===== config.mk =====
export PLATFORM = sky130hd
export DESIGN_NAME = datamem_arbiter_flat
export DESIGN_NICKNAME = d
export VERILOG_FILES = /design/src/rtl/datamem_pkg.sv /design/src/rtl/datamem_arbiter_if.sv /design/src/rtl/rr_arb2.sv /design/src/rtl/datamem_arbiter.sv /design/src/flat_wrapper.sv
export SDC_FILE = /design/constraint.sdc
export NUM_CORES = 1
export LEC_CHECK = 0
export CAP_MARGIN = 15
export CELL_PAD_IN_SITES_DETAIL_PLACEMENT = 1
export CELL_PAD_IN_SITES_GLOBAL_PLACEMENT = 1
export CORE_ASPECT_RATIO = 1.5
export CORE_MARGIN = 8
export CORE_UTILIZATION = 25
export CTS_BUF_LIST = sky130_fd_sc_hd__clkbuf_4
export CTS_CLUSTER_SIZE = 10
export DETAILED_ROUTE_END_ITERATION = 12
export GPL_ROUTABILITY_DRIVEN = 0
export HOLD_SLACK_MARGIN = 0.15
export PLACE_DENSITY = 0.91
export SYNTH_ARGS = -nofsm -noshare
export SYNTH_HDL_FRONTEND = slang
export SYNTH_SLANG_ARGS = --single-unit

===== constraint.sdc =====
create_clock -name clk -period 3.86 [get_ports clk]
set_input_delay 0.772 -clock clk [delete_from_list [all_inputs] [get_ports clk]]
set_output_delay 0.772 -clock clk [all_outputs]
set_load 0.02 [all_outputs]

===== src/rtl/datamem_pkg.sv =====
`default_nettype none
// ============================================================================
// Package : datamem_pkg
// Brief   : Shared widths and requester ids for the datamem arbiter slice.
// Rev     : 1.0 - initial release
// ============================================================================
package datamem_pkg;

  localparam int DM_WIDTH = 16;
  localparam int DM_AW    = 14;

  typedef enum logic {
    RQ_CPU = 1'b0,
    RQ_DMA = 1'b1
  } rq_id_t;

endpackage
`default_nettype wire


===== src/rtl/datamem_arbiter_if.sv =====
`default_nettype none
// ============================================================================
// Interface : datamem_arbiter_if
// Brief     : Two requester ports plus the datamem port of the arbiter.
// Rev       : 1.0 - initial release
// ============================================================================
interface datamem_arbiter_if import datamem_pkg::*; #(
  parameter int WIDTH = DM_WIDTH,
  parameter int AW    = DM_AW
);

  logic             rq0_valid;
  logic             rq0_we;
  logic [AW-1:0]    rq0_ad;
  logic [WIDTH-1:0] rq0_di;
  logic             rq0_ready;
  logic             rq0_rvalid;
  logic [WIDTH-1:0] rq0_rdata;

  logic             rq1_valid;
  logic             rq1_we;
  logic [AW-1:0]    rq1_ad;
  logic [WIDTH-1:0] rq1_di;
  logic             rq1_ready;
  logic             rq1_rvalid;
  logic [WIDTH-1:0] rq1_rdata;

  logic             mem_we;
  logic [AW-1:0]    mem_ad;
  logic [WIDTH-1:0] mem_di;
  logic [WIDTH-1:0] mem_dout;

  // Environment side: both requesters and the memory
  modport master (
    output rq0_valid, rq0_we, rq0_ad, rq0_di,
    input  rq0_ready, rq0_rvalid, rq0_rdata,
    output rq1_valid, rq1_we, rq1_ad, rq1_di,
    input  rq1_ready, rq1_rvalid, rq1_rdata,
    input  mem_we, mem_ad, mem_di,
    output mem_dout
  );

  modport slave (
    input  rq0_valid, rq0_we, rq0_ad, rq0_di,
    output rq0_ready, rq0_rvalid, rq0_rdata,
    input  rq1_valid, rq1_we, rq1_ad, rq1_di,
    output rq1_ready, rq1_rvalid, rq1_rdata,
    output mem_we, mem_ad, mem_di,
    input  mem_dout
  );

endinterface
`default_nettype wire


===== src/rtl/rr_arb2.sv =====
`default_nettype none
// ============================================================================
// Module : rr_arb2
// Brief  : Two-way round-robin grant with the last-winner pointer.
// Rev    : 1.0 - initial release
// ============================================================================
module rr_arb2 import datamem_pkg::*; (
  input  logic       clk,
  input  logic       rst_n,
  input  logic [1:0] req,
  output logic [1:0] gnt
);

  rq_id_t r_last_gnt;

  // A lone request is its own grant; contention goes to the previous loser
  always_comb begin
    gnt = req;
    if (req == 2'b11) begin
      gnt = (r_last_gnt == RQ_DMA) ? 2'b01 : 2'b10;
    end
  end

  always_ff @(posedge clk or negedge rst_n) begin
    if (!rst_n) begin
      r_last_gnt <= RQ_DMA;
    end else if (gnt[1]) begin
      r_last_gnt <= RQ_DMA;
    end else if (gnt[0]) begin
      r_last_gnt <= RQ_CPU;
    end
  end

endmodule
`default_nettype wire


===== src/rtl/datamem_arbiter.sv =====
`default_nettype none
// ============================================================================
// Module : datamem_arbiter
// Brief  : Shares single-ported datamem between CPU and DMA with tagged reads.
// Rev    : 1.0 - initial release
// ============================================================================
module datamem_arbiter import datamem_pkg::*; #(
  parameter int WIDTH = DM_WIDTH,
  parameter int AW    = DM_AW
) (
  input  logic               clk,
  input  logic               rst_n,
  datamem_arbiter_if.slave   bus
);

  logic [1:0]       w_gnt;
  logic             w_we;
  logic [AW-1:0]    w_ad;
  logic [WIDTH-1:0] w_di;
  logic             w_rd_grant;
  rq_id_t           w_owner;
  logic             w_rvalid0;
  logic             w_rvalid1;

  logic             r_rd_pend;
  rq_id_t           r_rd_owner;
  logic [WIDTH-1:0] r_hold0;
  logic [WIDTH-1:0] r_hold1;

  rr_arb2 u_arb (
    .clk   (clk),
    .rst_n (rst_n),
    .req   ({bus.rq1_valid, bus.rq0_valid}),
    .gnt   (w_gnt)
  );

  assign bus.rq0_ready = w_gnt[0];
  assign bus.rq1_ready = w_gnt[1];

  always_comb begin
    w_we = 1'b0;
    w_ad = '0;
    w_di = '0;
    if (w_gnt[0]) begin
      w_we = bus.rq0_we;
      w_ad = bus.rq0_ad;
      w_di = bus.rq0_di;
    end else if (w_gnt[1]) begin
      w_we = bus.rq1_we;
      w_ad = bus.rq1_ad;
      w_di = bus.rq1_di;
    end
  end

  assign bus.mem_we = w_we;
  assign bus.mem_ad = w_ad;
  assign bus.mem_di = w_di;

  assign w_rd_grant = (|w_gnt) && !w_we;
  assign w_owner    = rq_id_t'(w_gnt[1]);

  always_ff @(posedge clk or negedge rst_n) begin
    if (!rst_n) begin
      r_rd_pend  <= 1'b0;
      r_rd_owner <= RQ_CPU;
    end else begin
      r_rd_pend <= w_rd_grant;
      if (w_rd_grant) begin
        r_rd_owner <= w_owner;
      end
    end
  end

  assign w_rvalid0 = r_rd_pend && (r_rd_owner == RQ_CPU);
  assign w_rvalid1 = r_rd_pend && (r_rd_owner == RQ_DMA);

  // dout is only valid the cycle after a read grant, so capture it then
  always_ff @(posedge clk or negedge rst_n) begin
    if (!rst_n) begin
      r_hold0 <= '0;
      r_hold1 <= '0;
    end else begin
      if (w_rvalid0) r_hold0 <= bus.mem_dout;
      if (w_rvalid1) r_hold1 <= bus.mem_dout;
    end
  end

  assign bus.rq0_rvalid = w_rvalid0;
  assign bus.rq1_rvalid = w_rvalid1;
  assign bus.rq0_rdata  = w_rvalid0 ? bus.mem_dout : r_hold0;
  assign bus.rq1_rdata  = w_rvalid1 ? bus.mem_dout : r_hold1;

endmodule
`default_nettype wire


===== src/flat_wrapper.sv =====
// flat-port wrapper written by rule: the top's interface ports become plain ports
module datamem_arbiter_flat import datamem_pkg::*;
#(
  parameter int WIDTH = DM_WIDTH,
  parameter int AW    = DM_AW
)
  (clk, rst_n, bus_rq0_valid, bus_rq0_we, bus_rq0_ad, bus_rq0_di, bus_rq0_ready, bus_rq0_rvalid, bus_rq0_rdata, bus_rq1_valid, bus_rq1_we, bus_rq1_ad, bus_rq1_di, bus_rq1_ready, bus_rq1_rvalid, bus_rq1_rdata, bus_mem_we, bus_mem_ad, bus_mem_di, bus_mem_dout);
  datamem_arbiter_if #(.WIDTH(WIDTH), .AW(AW)) bus_i ();
  input  logic clk;
  input  logic rst_n;
  input wire logic [$bits(bus_i.rq0_valid)-1:0] bus_rq0_valid;
  input wire logic [$bits(bus_i.rq0_we)-1:0] bus_rq0_we;
  input wire logic [$bits(bus_i.rq0_ad)-1:0] bus_rq0_ad;
  input wire logic [$bits(bus_i.rq0_di)-1:0] bus_rq0_di;
  output wire logic [$bits(bus_i.rq0_ready)-1:0] bus_rq0_ready;
  output wire logic [$bits(bus_i.rq0_rvalid)-1:0] bus_rq0_rvalid;
  output wire logic [$bits(bus_i.rq0_rdata)-1:0] bus_rq0_rdata;
  input wire logic [$bits(bus_i.rq1_valid)-1:0] bus_rq1_valid;
  input wire logic [$bits(bus_i.rq1_we)-1:0] bus_rq1_we;
  input wire logic [$bits(bus_i.rq1_ad)-1:0] bus_rq1_ad;
  input wire logic [$bits(bus_i.rq1_di)-1:0] bus_rq1_di;
  output wire logic [$bits(bus_i.rq1_ready)-1:0] bus_rq1_ready;
  output wire logic [$bits(bus_i.rq1_rvalid)-1:0] bus_rq1_rvalid;
  output wire logic [$bits(bus_i.rq1_rdata)-1:0] bus_rq1_rdata;
  output wire logic [$bits(bus_i.mem_we)-1:0] bus_mem_we;
  output wire logic [$bits(bus_i.mem_ad)-1:0] bus_mem_ad;
  output wire logic [$bits(bus_i.mem_di)-1:0] bus_mem_di;
  input wire logic [$bits(bus_i.mem_dout)-1:0] bus_mem_dout;
  assign bus_i.rq0_valid = bus_rq0_valid;
  assign bus_i.rq0_we = bus_rq0_we;
  assign bus_i.rq0_ad = bus_rq0_ad;
  assign bus_i.rq0_di = bus_rq0_di;
  assign bus_rq0_ready = bus_i.rq0_ready;
  assign bus_rq0_rvalid = bus_i.rq0_rvalid;
  assign bus_rq0_rdata = bus_i.rq0_rdata;
  assign bus_i.rq1_valid = bus_rq1_valid;
  assign bus_i.rq1_we = bus_rq1_we;
  assign bus_i.rq1_ad = bus_rq1_ad;
  assign bus_i.rq1_di = bus_rq1_di;
  assign bus_rq1_ready = bus_i.rq1_ready;
  assign bus_rq1_rvalid = bus_i.rq1_rvalid;
  assign bus_rq1_rdata = bus_i.rq1_rdata;
  assign bus_mem_we = bus_i.mem_we;
  assign bus_mem_ad = bus_i.mem_ad;
  assign bus_mem_di = bus_i.mem_di;
  assign bus_i.mem_dout = bus_mem_dout;
  datamem_arbiter #(.WIDTH(WIDTH), .AW(AW)) u_core (.clk(clk), .rst_n(rst_n), .bus(bus_i));
endmodule

==> impl_metrics.sql <==
INSERT INTO impl_metrics (metric_group, metric, value, unit) VALUES
('route', 'route.final.wire_length', '7410', 'um'),
('critical_path', 'critical-path-top-cell-by-count', 'clkdlybuf4s50_1', ''),
('floorplanning', 'dieWidth', '84.2', 'um'),
('global_routing', 'globalRouteTotalUtil', '14.7', '%'),
('synthesis', 'ys_seq_elements', '35', ''),
('synthesis', 'postSynthCellCount', '122', ''),
('synthesis', 'synth_seq_area_share', '50.4', '%'),
('synthesis', 'synthesis.area', '1740', 'sq um'),
('critical_path', 'rr_startpoint', 'u_core.r_rd_owner', ''),
('critical_path', 'worstSetupStartpoint', 'bus_rq0_valid', ''),
('clock_network', 'ctsHoldBuffers', '0', ''),
('clock_network', 'numCtsBuffers', '5', ''),
('floorplanning', 'row_count', '37', ''),
('synthesis', 'syn_nets', '204', ''),
('global_routing', 'grt_pass1_wl', '11700', 'um'),
('critical_path', 'critPathKind', 'input pin to primary output', ''),
('placement', 'port_buffers', '148', ''),
('route', 'viasPerCell', '4.86', ''),
('power', 'worst_ir_drop_vdd', '0.158', 'mV'),
('clock_network', 'clk_pin_slew_worst_paths', '0.10', 'ns'),
('route', 'drc', '0', ''),
('min_path', 'holdCritStartpoint', 'u_core.r_hold0[14]', ''),
('timing', 'rsz0062_at_grt', 'false', ''),
('layout', 'finish.cell_count_without_fillers', '349', ''),
('power', 'post-layout-total-power', '1.60', 'mW'),
('timing', 'period_share', '90.6', '%'),
('layout', 'diode_insertion_count_for_antenna_repair', '0', ''),
('timing', 'max_clock_freq', '0.286', 'GHz'),
('clock_network', 'ctsLongestPathBuffers', '2', ''),
('route', 'detail_route.iter0.violations', '21', ''),
('timing', 'timing.clock.skew', '0.00773', 'ns'),
('floorplanning', 'die_area', '9950', 'sq um'),
('route', 'average_wire_length_per_cell_after_detail_routing', '21.2', 'um'),
('floorplanning', 'fp.dieH', '118', 'um'),
('global_routing', 'grt_antenna_before_repair', '0', ''),
('clock_network', 'htree_levels', '2', ''),
('power', 'power.leakage', '1.38', 'nW'),
('layout', 'area_growth_syn_to_layout', '90.7', '%'),
('placement', 'place_inst', '342', ''),
('critical_path', 'cp_data_arrival_time', '2.72', 'ns'),
('clock_network', 'insertion_delay', '0.33', 'ns'),
('timing', 'layout_min_cycle_time', '3.50', 'ns'),
('timing', 'setup_viol', '0', ''),
('critical_path', 'critPathRequiredTime', '3.09', 'ns'),
('clock_network', 'cts_tree', 'yes', ''),
('critical_path', 'cpPeakStageDelay', '0.62', 'ns'),
('timing', 'tightest_slew', '0.785', 'ns'),
('clock_network', 'cts.repair_timing.setup_buffer_count', '0', ''),
('synthesis', 'yosysUniqueCellTypes', '17', ''),
('global_routing', 'grt_overflow_total', '0', ''),
('run', 'max_cap_violations', '0', ''),
('floorplanning', 'top_level_ports', '149', ''),
('clock_network', 'post_cts.resized_instances', '0', ''),
('timing', 'timing.final.hold_violations', '0', ''),
('critical_path', 'critPathMaxFanout', '25', ''),
('min_path', 'timing.hold.worst.class', 'register to register', ''),
('timing', 'timing.setup.tns', '0', 'ns'),
('route', 'antenna_left', '0', ''),
('global_routing', 'grt_max_degree', '36', ''),
('critical_path', 'series_of_cell_instances_along_the_critical_path', 'clkdlybuf4s50_1 > a21boi_4 > buf_12 > a22o_1 > clkdlybuf4s50_1', ''),
('timing', 'relative_slew_slack', '47.7', '%'),
('clock_network', 'clock_sinks', '35', ''),
('placement', 'post-dp-hpwl', '6190', 'um'),
('critical_path', 'start_kind', 'input pin', ''),
('floorplanning', 'core_area', '6810', 'sq um'),
('run_status', 'outcome', 'finished clean', ''),
('global_routing', 'vias_in_the_first_global_route', '2078', ''),
('power', 'p_per_area', '482', 'nW/um^2'),
('synthesis', 'synth.avg_cell_area', '14.3', 'sq um'),
('critical_path', 'setup.worst_path.end_class', 'primary output', ''),
('timing', 'timing.final.max_slew_violations', '0', ''),
('floorplanning', 'start_util', '25.6', '%'),
('timing', 'hold_slack', '0.502', 'ns'),
('layout', 'fraction_of_final_layout_cells_sized_beyond_drive_strength_1', '18.8', '%'),
('synthesis', 'yosysWarningCount', '0', ''),
('layout', 'nNetsFinal', '353', ''),
('route', 'num_vias', '1697', ''),
('route', 'drt-pass1-iter-count', '4', ''),
('critical_path', 'slowest_stage', 'clkdlybuf4s50_1', ''),
('clock_network', 'clock-root-buffer', 'clkbuf_4', '');
## layout make-up
| type | instances | area, sq um |
|---|---|---|
| Multi-Input combinational cell | 74 | 762 |
| Clock inverter | 2 | 8.76 |
| Inverter | 4 | 15.0 |
| Clock buffer | 5 | 37.5 |
| Sequential cell | 35 | 877 |
| Tap cell | 78 | 97.6 |
| Timing Repair Buffer | 151 | 1520 |
| Fill cell | 728 | 3480 |
## worst paths after layout
path / endpoint / slack [ns] / cells past startpoint
worst max-delay path: bus_mem_di[11] / 0.36 / 5
worst min-delay path: u_core.r_hold0[14] / 0.50 / 1
worst max register to register: u_core.r_hold0[3] / 2.32 / 3
worst min register to register: u_core.r_hold0[14] / 0.50 / 1
max in group asynchronous: u_core.r_hold0[0] / 2.84 / 1
min in group asynchronous: u_core.r_hold1[3] / 0.51 / 1
## layout by cell type, fill, tap and decap left out, drive strengths merged
cell           count
buf                4
inv                4
a22o              32
a21boi             2
dfstp              1
nor2               1
clkdlybuf4s50    147
dfrtp             34
nand2              2
mux2              32
nor2b              1
clkbuf             5
a21oi              3
o2bb2ai            1
clkinv             2
## cell families (layout without fill, tap and decap cells)
group	after synthesis	after routing	share of synthesized area (%)
buffers and inverters	13	162	6.03
muxes	32	32	22.6
DFF	35	35	50.4
and+or+nand+nor	4	4	1.15
AOI/OAI and AO/OA	38	38	19.8
## flip-flops by register name, summed over array words and instances, names as in the netlist
name and flops:
u_core.r_hold0 16, u_core.r_hold1 16, u_core.u_arb.r_last_gnt 1, u_core.r_rd_pend 1, u_core.r_rd_owner 1
## where the power goes
part           internal (mW)  leakage [nW]  total (mW)  switching, mW
Combinational          0.485         0.939       0.898          0.413
Sequential             0.488         0.409       0.524         0.0358
Clock                 0.0645        0.0285       0.181          0.117
## cell usage after synthesis
cell type	n	area, sq um
a22o_2	3	30.0
mux2_2	23	259
buf_6	6	67.6
buf_4	3	22.5
mux2_4	9	135
a21oi_1	3	15.0
nor2_1	1	3.75
dfrtp_1	34	851
a21boi_4	2	37.5
o2bb2ai_1	1	8.76
nand2_2	1	6.26
inv_1	3	11.3
nor2b_1	1	6.26
a22o_1	29	254
inv_2	1	3.75
dfstp_2	1	26.3
nand2_1	1	3.75
## metrics by stage
stage          utilization [%]  worst slack [ns]  cell area [sq um]
6_report                  48.8             0.365               3320
5_1_grt                   48.8             0.284               3320
4_1_cts                   48.8             0.355               3320
3_5_place_dp              48.1             0.356               3280
3_3_place_gp              48.1             0.399               3280
2_1_floorplan                -              1.66               1740
## worst max-delay path, delay by kind of cell
kind | cells | cell delay [ns]
AO/OA/AOI/OAI | 2 | 0.53
buffers and inverters | 3 | 1.41
## routing by layer
metal	GRT usage, %	vias up	share of wire, %
met1	16.3	799	41
met3	9.28	5	15
met4	2.93	0	0.70
met2	23.2	136	43
met5	0	-	0
li1	-	757	-
(Power assumes the default switching activity.)
